[config.mk]
export PLATFORM = sky130hd
export DESIGN_NAME = debounce_edge_detect
export DESIGN_NICKNAME = d
export VERILOG_FILES = /design/src/rtl/debounce_edge_detect.sv
export SDC_FILE = /design/constraint.sdc
export NUM_CORES = 1
export LEC_CHECK = 0
export ABC_AREA = 1
export BUFFER_PORTS_ARGS = -buffer_cell sky130_fd_sc_hd__buf_2
export CAP_MARGIN = 20
export CORE_UTILIZATION = 52
export DETAILED_ROUTE_END_ITERATION = 8
export GPL_ROUTABILITY_DRIVEN = 0
export PLACE_DENSITY_LB_ADDON = 0.1
export SLEW_MARGIN = 5
export SYNTH_ARGS = -nofsm -noshare
export SYNTH_HDL_FRONTEND = slang
export SYNTH_SLANG_ARGS = --single-unit
[constraint.sdc]
create_clock -name clk -period 4.84 [get_ports clk]
set_input_delay 0.726 -clock clk [delete_from_list [all_inputs] [get_ports clk]]
set_output_delay 0.726 -clock clk [all_outputs]
set_load 0.05 [all_outputs]
[src/rtl/debounce_edge_detect.sv]
// debounce_edge_detect
// Multi-channel input conditioner: synchronises raw asynchronous inputs,
// debounces each channel with a timed four-state machine clocked by a shared
// prescaler strobe, and presents registered levels plus one-cycle rise/fall
// pulses for downstream controller next-state logic.
module debounce_edge_detect #(
    parameter int N_CH        = 4,
    parameter int CLK_DIV     = 50000,
    parameter int DB_TICKS    = 20,
    parameter int SYNC_STAGES = 2
) (
    input  logic            clk,
    input  logic            reset,
    input  logic [N_CH-1:0] din,
    output logic [N_CH-1:0] level,
    output logic [N_CH-1:0] rise,
    output logic [N_CH-1:0] fall,
    output logic            tick
);

    localparam int PW = (CLK_DIV > 1) ? $clog2(CLK_DIV) : 1;
    localparam int CW = (DB_TICKS > 0) ? $clog2(DB_TICKS + 1) : 1;

    localparam logic [PW-1:0] PRESC_LAST = PW'(CLK_DIV - 1);
    localparam logic [CW-1:0] CNT_LAST   = CW'(DB_TICKS - 1);

    typedef enum logic [1:0] {
        ST_LOW,
        ST_TO_HIGH,
        ST_HIGH,
        ST_TO_LOW
    } db_state_e;

    // ------------------------------------------------------------------
    // Synchroniser chain
    // ------------------------------------------------------------------
    logic [N_CH-1:0] sync_q [SYNC_STAGES];
    logic [N_CH-1:0] sync_d [SYNC_STAGES];
    logic [N_CH-1:0] s;

    // Shift din through the synchroniser stages with no logic in between
    always_comb begin
        sync_d[0] = din;
        for (int unsigned k = 1; k < SYNC_STAGES; k++) begin
            sync_d[k] = sync_q[k-1];
        end
    end

    // Synchroniser flops
    always_ff @(posedge clk or posedge reset) begin
        if (reset) begin
            for (int unsigned k = 0; k < SYNC_STAGES; k++) begin
                sync_q[k] <= '0;
            end
        end else begin
            for (int unsigned k = 0; k < SYNC_STAGES; k++) begin
                sync_q[k] <= sync_d[k];
            end
        end
    end

    assign s = sync_q[SYNC_STAGES-1];

    // ------------------------------------------------------------------
    // Prescaler
    // ------------------------------------------------------------------
    logic [PW-1:0] presc_q, presc_d;
    logic          tick_q, tick_d;

    // Wrap counter at CLK_DIV-1; tick is looked up from the next count so the
    // registered strobe lines up with the cycle the counter holds CLK_DIV-1
    always_comb begin
        presc_d = (presc_q == PRESC_LAST) ? '0 : presc_q + PW'(1);
        tick_d  = (presc_d == PRESC_LAST);
    end

    // Prescaler registers
    always_ff @(posedge clk or posedge reset) begin
        if (reset) begin
            presc_q <= '0;
            tick_q  <= 1'b0;
        end else begin
            presc_q <= presc_d;
            tick_q  <= tick_d;
        end
    end

    assign tick = tick_q;

    // ------------------------------------------------------------------
    // Per-channel debounce FSMs
    // ------------------------------------------------------------------
    db_state_e       state_q [N_CH];
    db_state_e       state_d [N_CH];
    logic [CW-1:0]   cnt_q   [N_CH];
    logic [CW-1:0]   cnt_d   [N_CH];
    logic [N_CH-1:0] level_q, level_d;
    logic [N_CH-1:0] rise_q,  rise_d;
    logic [N_CH-1:0] fall_q,  fall_d;

    // Next-state, qualification counter and registered-output inputs per channel
    always_comb begin
        level_d = '0;
        rise_d  = '0;
        fall_d  = '0;
        for (int unsigned ch = 0; ch < N_CH; ch++) begin
            state_d[ch] = state_q[ch];
            cnt_d[ch]   = cnt_q[ch];
            unique case (state_q[ch])
                ST_LOW: begin
                    if (s[ch]) begin
                        state_d[ch] = ST_TO_HIGH;
                        cnt_d[ch]   = '0;
                    end
                end
                ST_TO_HIGH: begin
                    // Abort is tested first so it wins over a coincident final tick
                    if (!s[ch]) begin
                        state_d[ch] = ST_LOW;
                        cnt_d[ch]   = '0;
                    end else if (tick_q) begin
                        if (cnt_q[ch] == CNT_LAST) begin
                            state_d[ch] = ST_HIGH;
                            cnt_d[ch]   = '0;
                            rise_d[ch]  = 1'b1;
                        end else begin
                            cnt_d[ch] = cnt_q[ch] + CW'(1);
                        end
                    end
                end
                ST_HIGH: begin
                    if (!s[ch]) begin
                        state_d[ch] = ST_TO_LOW;
                        cnt_d[ch]   = '0;
                    end
                end
                ST_TO_LOW: begin
                    if (s[ch]) begin
                        state_d[ch] = ST_HIGH;
                        cnt_d[ch]   = '0;
                    end else if (tick_q) begin
                        if (cnt_q[ch] == CNT_LAST) begin
                            state_d[ch] = ST_LOW;
                            cnt_d[ch]   = '0;
                            fall_d[ch]  = 1'b1;
                        end else begin
                            cnt_d[ch] = cnt_q[ch] + CW'(1);
                        end
                    end
                end
                default: begin
                    state_d[ch] = ST_LOW;
                    cnt_d[ch]   = '0;
                end
            endcase
            // Level decoded from the next state so it commits on the same edge
            level_d[ch] = (state_d[ch] == ST_HIGH) || (state_d[ch] == ST_TO_LOW);
        end
    end

    // Channel state, counters and registered outputs
    always_ff @(posedge clk or posedge reset) begin
        if (reset) begin
            for (int unsigned ch = 0; ch < N_CH; ch++) begin
                state_q[ch] <= ST_LOW;
                cnt_q[ch]   <= '0;
            end
            level_q <= '0;
            rise_q  <= '0;
            fall_q  <= '0;
        end else begin
            for (int unsigned ch = 0; ch < N_CH; ch++) begin
                state_q[ch] <= state_d[ch];
                cnt_q[ch]   <= cnt_d[ch];
            end
            level_q <= level_d;
            rise_q  <= rise_d;
            fall_q  <= fall_d;
        end
    end

    assign level = level_q;
    assign rise  = rise_q;
    assign fall  = fall_q;

endmodule
Word level (Yosys, flattened, before mapping) --
Cells that the tools add are included.
Operators by class: reduce and logical (&&, ||, !) cells 12, add/sub/neg operators 5, muxes and demuxes 89, equal/unequal tests 34
Operator list (count):
- two-way mux 5 bit | 24
- case mux 5 bit (4 select lines) | 4
- two-way mux 2 bit | 32
- == test 16 bit, second input constant | 2
- == test 2 bit, second input constant | 16
- case mux 2 bit (4 select lines) | 4
- two-way mux 1 bit | 24
- adder 5 x 1 -> 5 bit, second input constant | 4
- == test 5 bit, second input constant | 4
- adder 16 x 1 -> 16 bit, second input constant | 1
- two-way mux 16 bit | 1
- != test 2 bit, second input constant | 8
- == test 2 x 1 -> 1 bit, second input constant | 4
- zero test 2 bit | 4
- AND reduction 2 bit | 4
- logical OR 1 bit | 4
Word-level totals: flip-flop bits (word level) 65, input bits 6, logic and storage cells 155, output and inout bits 13

Longest topological paths before layout --
word-level depth 7, depth in mapped cells 11, gate-level depth less buffers 11

Least setup slack after synthesis --
OpenSTA, ideal clock, no wires.
path kind register to register, start point register tick_q (netlist: tick), end point register level_q[2] (netlist: level[2]), buffers on the path 1, period minus slack after synthesis 1668 ps, stages on the path, launching flop included 9, data arrival time 1544 ps, required time 4716 ps, slack 3172 ps, cell sequence dfrtp_1 buf_2 nand2_1 nor4_1 nand2_1 inv_1 nand2_1 o21ai_0 inv_1
Between the ends: word-level cells in the longest chain between the ends 5
RTL lines:
- start: declaration | line 68 | logic tick_q, tick_d;
- start signal: assignment | line 84 | tick_q <= tick_d;
- two-way mux 2 bit, on equally long branches | line 141, 121
- two-way mux 2 bit, on equally long branches | line 138, 118
- case mux 2 bit (4 select lines) * | line 109 | unique case (state_q[ch])
- == test 2 bit | line 157 | level_d[ch] = (state_d[ch] == ST_HIGH) || (state_d[ch] == ST_TO_LOW);
- logical OR 1 bit * | line 157
- via level_d[2] | line 97 | logic [N_CH-1:0] level_q, level_d;
- end signal: assignment | line 176 | level_q <= level_d;
- end: declaration | line 97
Mark *: on every way through the listed nets, which the timed path passes. The rest lies on a longest branch. A chain may end at the register's enable or synchronous reset.

Worst setup path after layout --
start point register tick_q (netlist: tick), end point output tick
RTL lines:
- end: declaration | line 18 | output logic tick
No word-level cell between the ends.

==> results.tsv <==
stage	metric	value	unit
detailed_routing	vias	2380	
global_routing	antenna_found_initial	0	
power_and_ir_drop	ir_drop	278	uV
worst_setup_path	slowest_stage	dfrtp_1	
yosys	syn_area_per_cell	8.07	um^2
power_and_ir_drop	power_density	302	nW/um^2
place	numPortBuffers	18	
detailed_routing	route.detailed.drc	0	
worst_setup_path	required	4110	ps
cells_and_area	layout_commonest_cell	nand2_1	
cts	ctsResizeCount	0	
floorplan	rows	27	
detailed_routing	drt-initial-drc-count	130	
floorplan	core-area	5610	um^2
worst_setup_path	crit_type	register to primary output	
cts	clk_path_buf_depth	2	
floorplan	floorplan.die.height	78.9	um
floorplan	die_area	6230	um^2
worst_setup_path	crit_chain	buf_2	
cts	cts_tree	built	
timing	fin_crit	2140	ps
detailed_routing	ant_nets	0	
timing	max_clock_freq	468	MHz
global_routing	grtUsageTotal	20.9	%
timing	setup_violations	0	
global_routing	grt_pass1_vias	2286	
detailed_routing	routed_wl	5450	um
worst_setup_path	critPathLaunchType	register	
yosys	syn_nets	392	
floorplan	die_x	78.9	um
timing	fin_skew	7.58	ps
cts	clock_sinks	64	
min_path	hold_path.class	primary input to asynchronous set/reset pin	
cts	cts-htree-levels	3	
cts	clk_pin_slew_worst_paths	70	ps
worst_setup_path	arrival	1410	ps
place	placed_area	3250	um^2
yosys	yosys_warnings	0	
timing	slew_viol_final	0	
cts	hold_buffers	0	
timing	grt_setup_unrepaired	false	
timing	setup_tns	0	ps
worst_setup_path	critPathMaxStageDelay	700	ps
detailed_routing	drt-pass1-iter-count	5	
status	outcome	complete, no violations	
worst_setup_path	critPathTopFamily	flip-flops	
cells_and_area	nNetsFinal	419	
cells_and_area	final_cell_mix	89 x nand2_1, 71 x inv_1, 64 x dfrtp_1	
cells_and_area	drive_gt1_share	11.1	%
cells_and_area	area_growth	12.2	%
yosys	synth_seq_area_share	52.1	%
cts	cts-root-buf	clkbuf_8	
yosys	netlist_area	3080	um^2
global_routing	grt-ovfl-total	0	
yosys	synth_cell_type_count	32	
power_and_ir_drop	p_leak	1.83	nW
global_routing	grt_start_max_net_pins	51	
detailed_routing	vias_per_cell	4.91	
place	hpwlAfterDp	3950	um
cells_and_area	num_antenna_cells	0	
timing	relSlewSlack	58.7	%
floorplan	start_util	54.8	%
timing	hold_viol	0	
timing	tightest_slew	620	ps
worst_setup_path	cp_max_fo	20	
run	cap_viol_max_count	0	
cells_and_area	fin_util	61.6	%
cts	post_cts_buffers	0	
cells_and_area	fin_area	3450	um^2
cts	cts_made_buffers	9	
worst_setup_path	crit_buf_inv	1	
worst_setup_path	critPathCaptureType	primary output	
cts	clock_latency	340	ps
yosys	syn_inst	381	
cells_and_area	fillers	508	
timing	min_period_over_period	44.2	%
global_routing	grt_pass1_wl	9930	um
detailed_routing	wl_per_cell	11.2	um
floorplan	ios	19	
yosys	ys_ff_latch	64	
==> logic make-up after synthesis <==
logic type | after synthesis | synth area share (%)
AO/OA/AOI/OAI | 27 | 4.96
XOR/XNOR | 11 | 3.13
adder cells (fa/ha/maj) | 5 | 2.03
buffers and inverters | 76 | 9.48
flip-flops | 64 | 52.1
AND/OR/NAND/NOR | 198 | 28.3
==> per-stage QoR <==
step	setup slack [ps]	total power [mW]	hold WS [ps]	std cells
after detailed placement	3070	0.582	336	469
after global placement	3080	0.582	332	469
after floorplan	2520	0.573	331	381
after CTS	2680	1.06	322	485
final	2700	1.04	330	485
after global routing	2610	1.08	347	485
==> power breakdown <==
group / switching (mW) / internal (mW)
clock: 0.206 / 0.264
combinational: 0.0218 / 0.00691
sequential: 0.00274 / 0.540
==> cell usage after synthesis <==
library cell | count | area, um^2
xor2_1 | 10 | 87.6
o21ai_0 | 15 | 75.1
o31ai_1 | 1 | 7.51
buf_2 | 2 | 10.0
buf_4 | 1 | 7.51
o21bai_1 | 1 | 7.51
o41ai_1 | 1 | 8.76
o21ai_1 | 1 | 5.00
nor3b_1 | 1 | 7.51
nor2_2 | 2 | 12.5
nand3_2 | 2 | 20.0
nand3b_1 | 1 | 7.51
nand2_4 | 1 | 11.3
inv_2 | 1 | 3.75
or2_2 | 1 | 6.26
inv_1 | 72 | 270
nand2_1 | 89 | 334
nor2_4 | 2 | 22.5
nand3_1 | 20 | 100
nor2_1 | 53 | 199
a31oi_1 | 1 | 6.26
a221oi_1 | 1 | 8.76
a21oi_1 | 3 | 15.0
nor3_1 | 13 | 65.1
o22ai_1 | 3 | 18.8
nor4_1 | 2 | 12.5
nand4_1 | 9 | 56.3
ha_1 | 5 | 62.6
nor3_2 | 1 | 10.0
and2_1 | 1 | 6.26
dfrtp_1 | 64 | 1600
xnor2_1 | 1 | 8.76
==> path summary, 6_finish.rpt <==
check                                from    endpoint  slack [ps]  depth (start not counted)
worst max-delay path                 tick        tick        2700                          1
worst min-delay path                reset     rise[0]         330                          2
worst max register to register       tick   cnt_q[14]        3160                          6
worst min register to register  sync_d[0]        s[0]         350                          0
max in group asynchronous           reset  state_q[1]        3580                          3
min in group clk                sync_d[0]        s[0]         350                          0
==> registers in the layout, summed over array words and instances, names as in the netlist <==
signal / cells
cnt_q: 20
fall: 4
level: 4
presc_q: 16
rise: 4
s: 4
state_q: 7
sync_d: 4
tick: 1
==> metal layers <==
metal  global-route usage [%]  share of wire (%)
met1                     26.8                 49
met2                     32.3                 45
met3                     4.71                3.4
met4                     12.5                2.5
met5                        0                  0
==> cell type report <==
cell class | count | area, um^2 | share of cell area (%)
flip-flops and latches | 64 | 1600 | 46.4
well taps | 72 | 90.1 | 2.61
multi-input cells | 241 | 1180 | 34.3
clock inverters | 5 | 55.1 | 1.59
inverters | 73 | 274 | 7.94
clock buffers | 11 | 151 | 4.39
repair buffers | 19 | 97.6 | 2.83
Note: power is estimated with default switching activity, not from simulation.
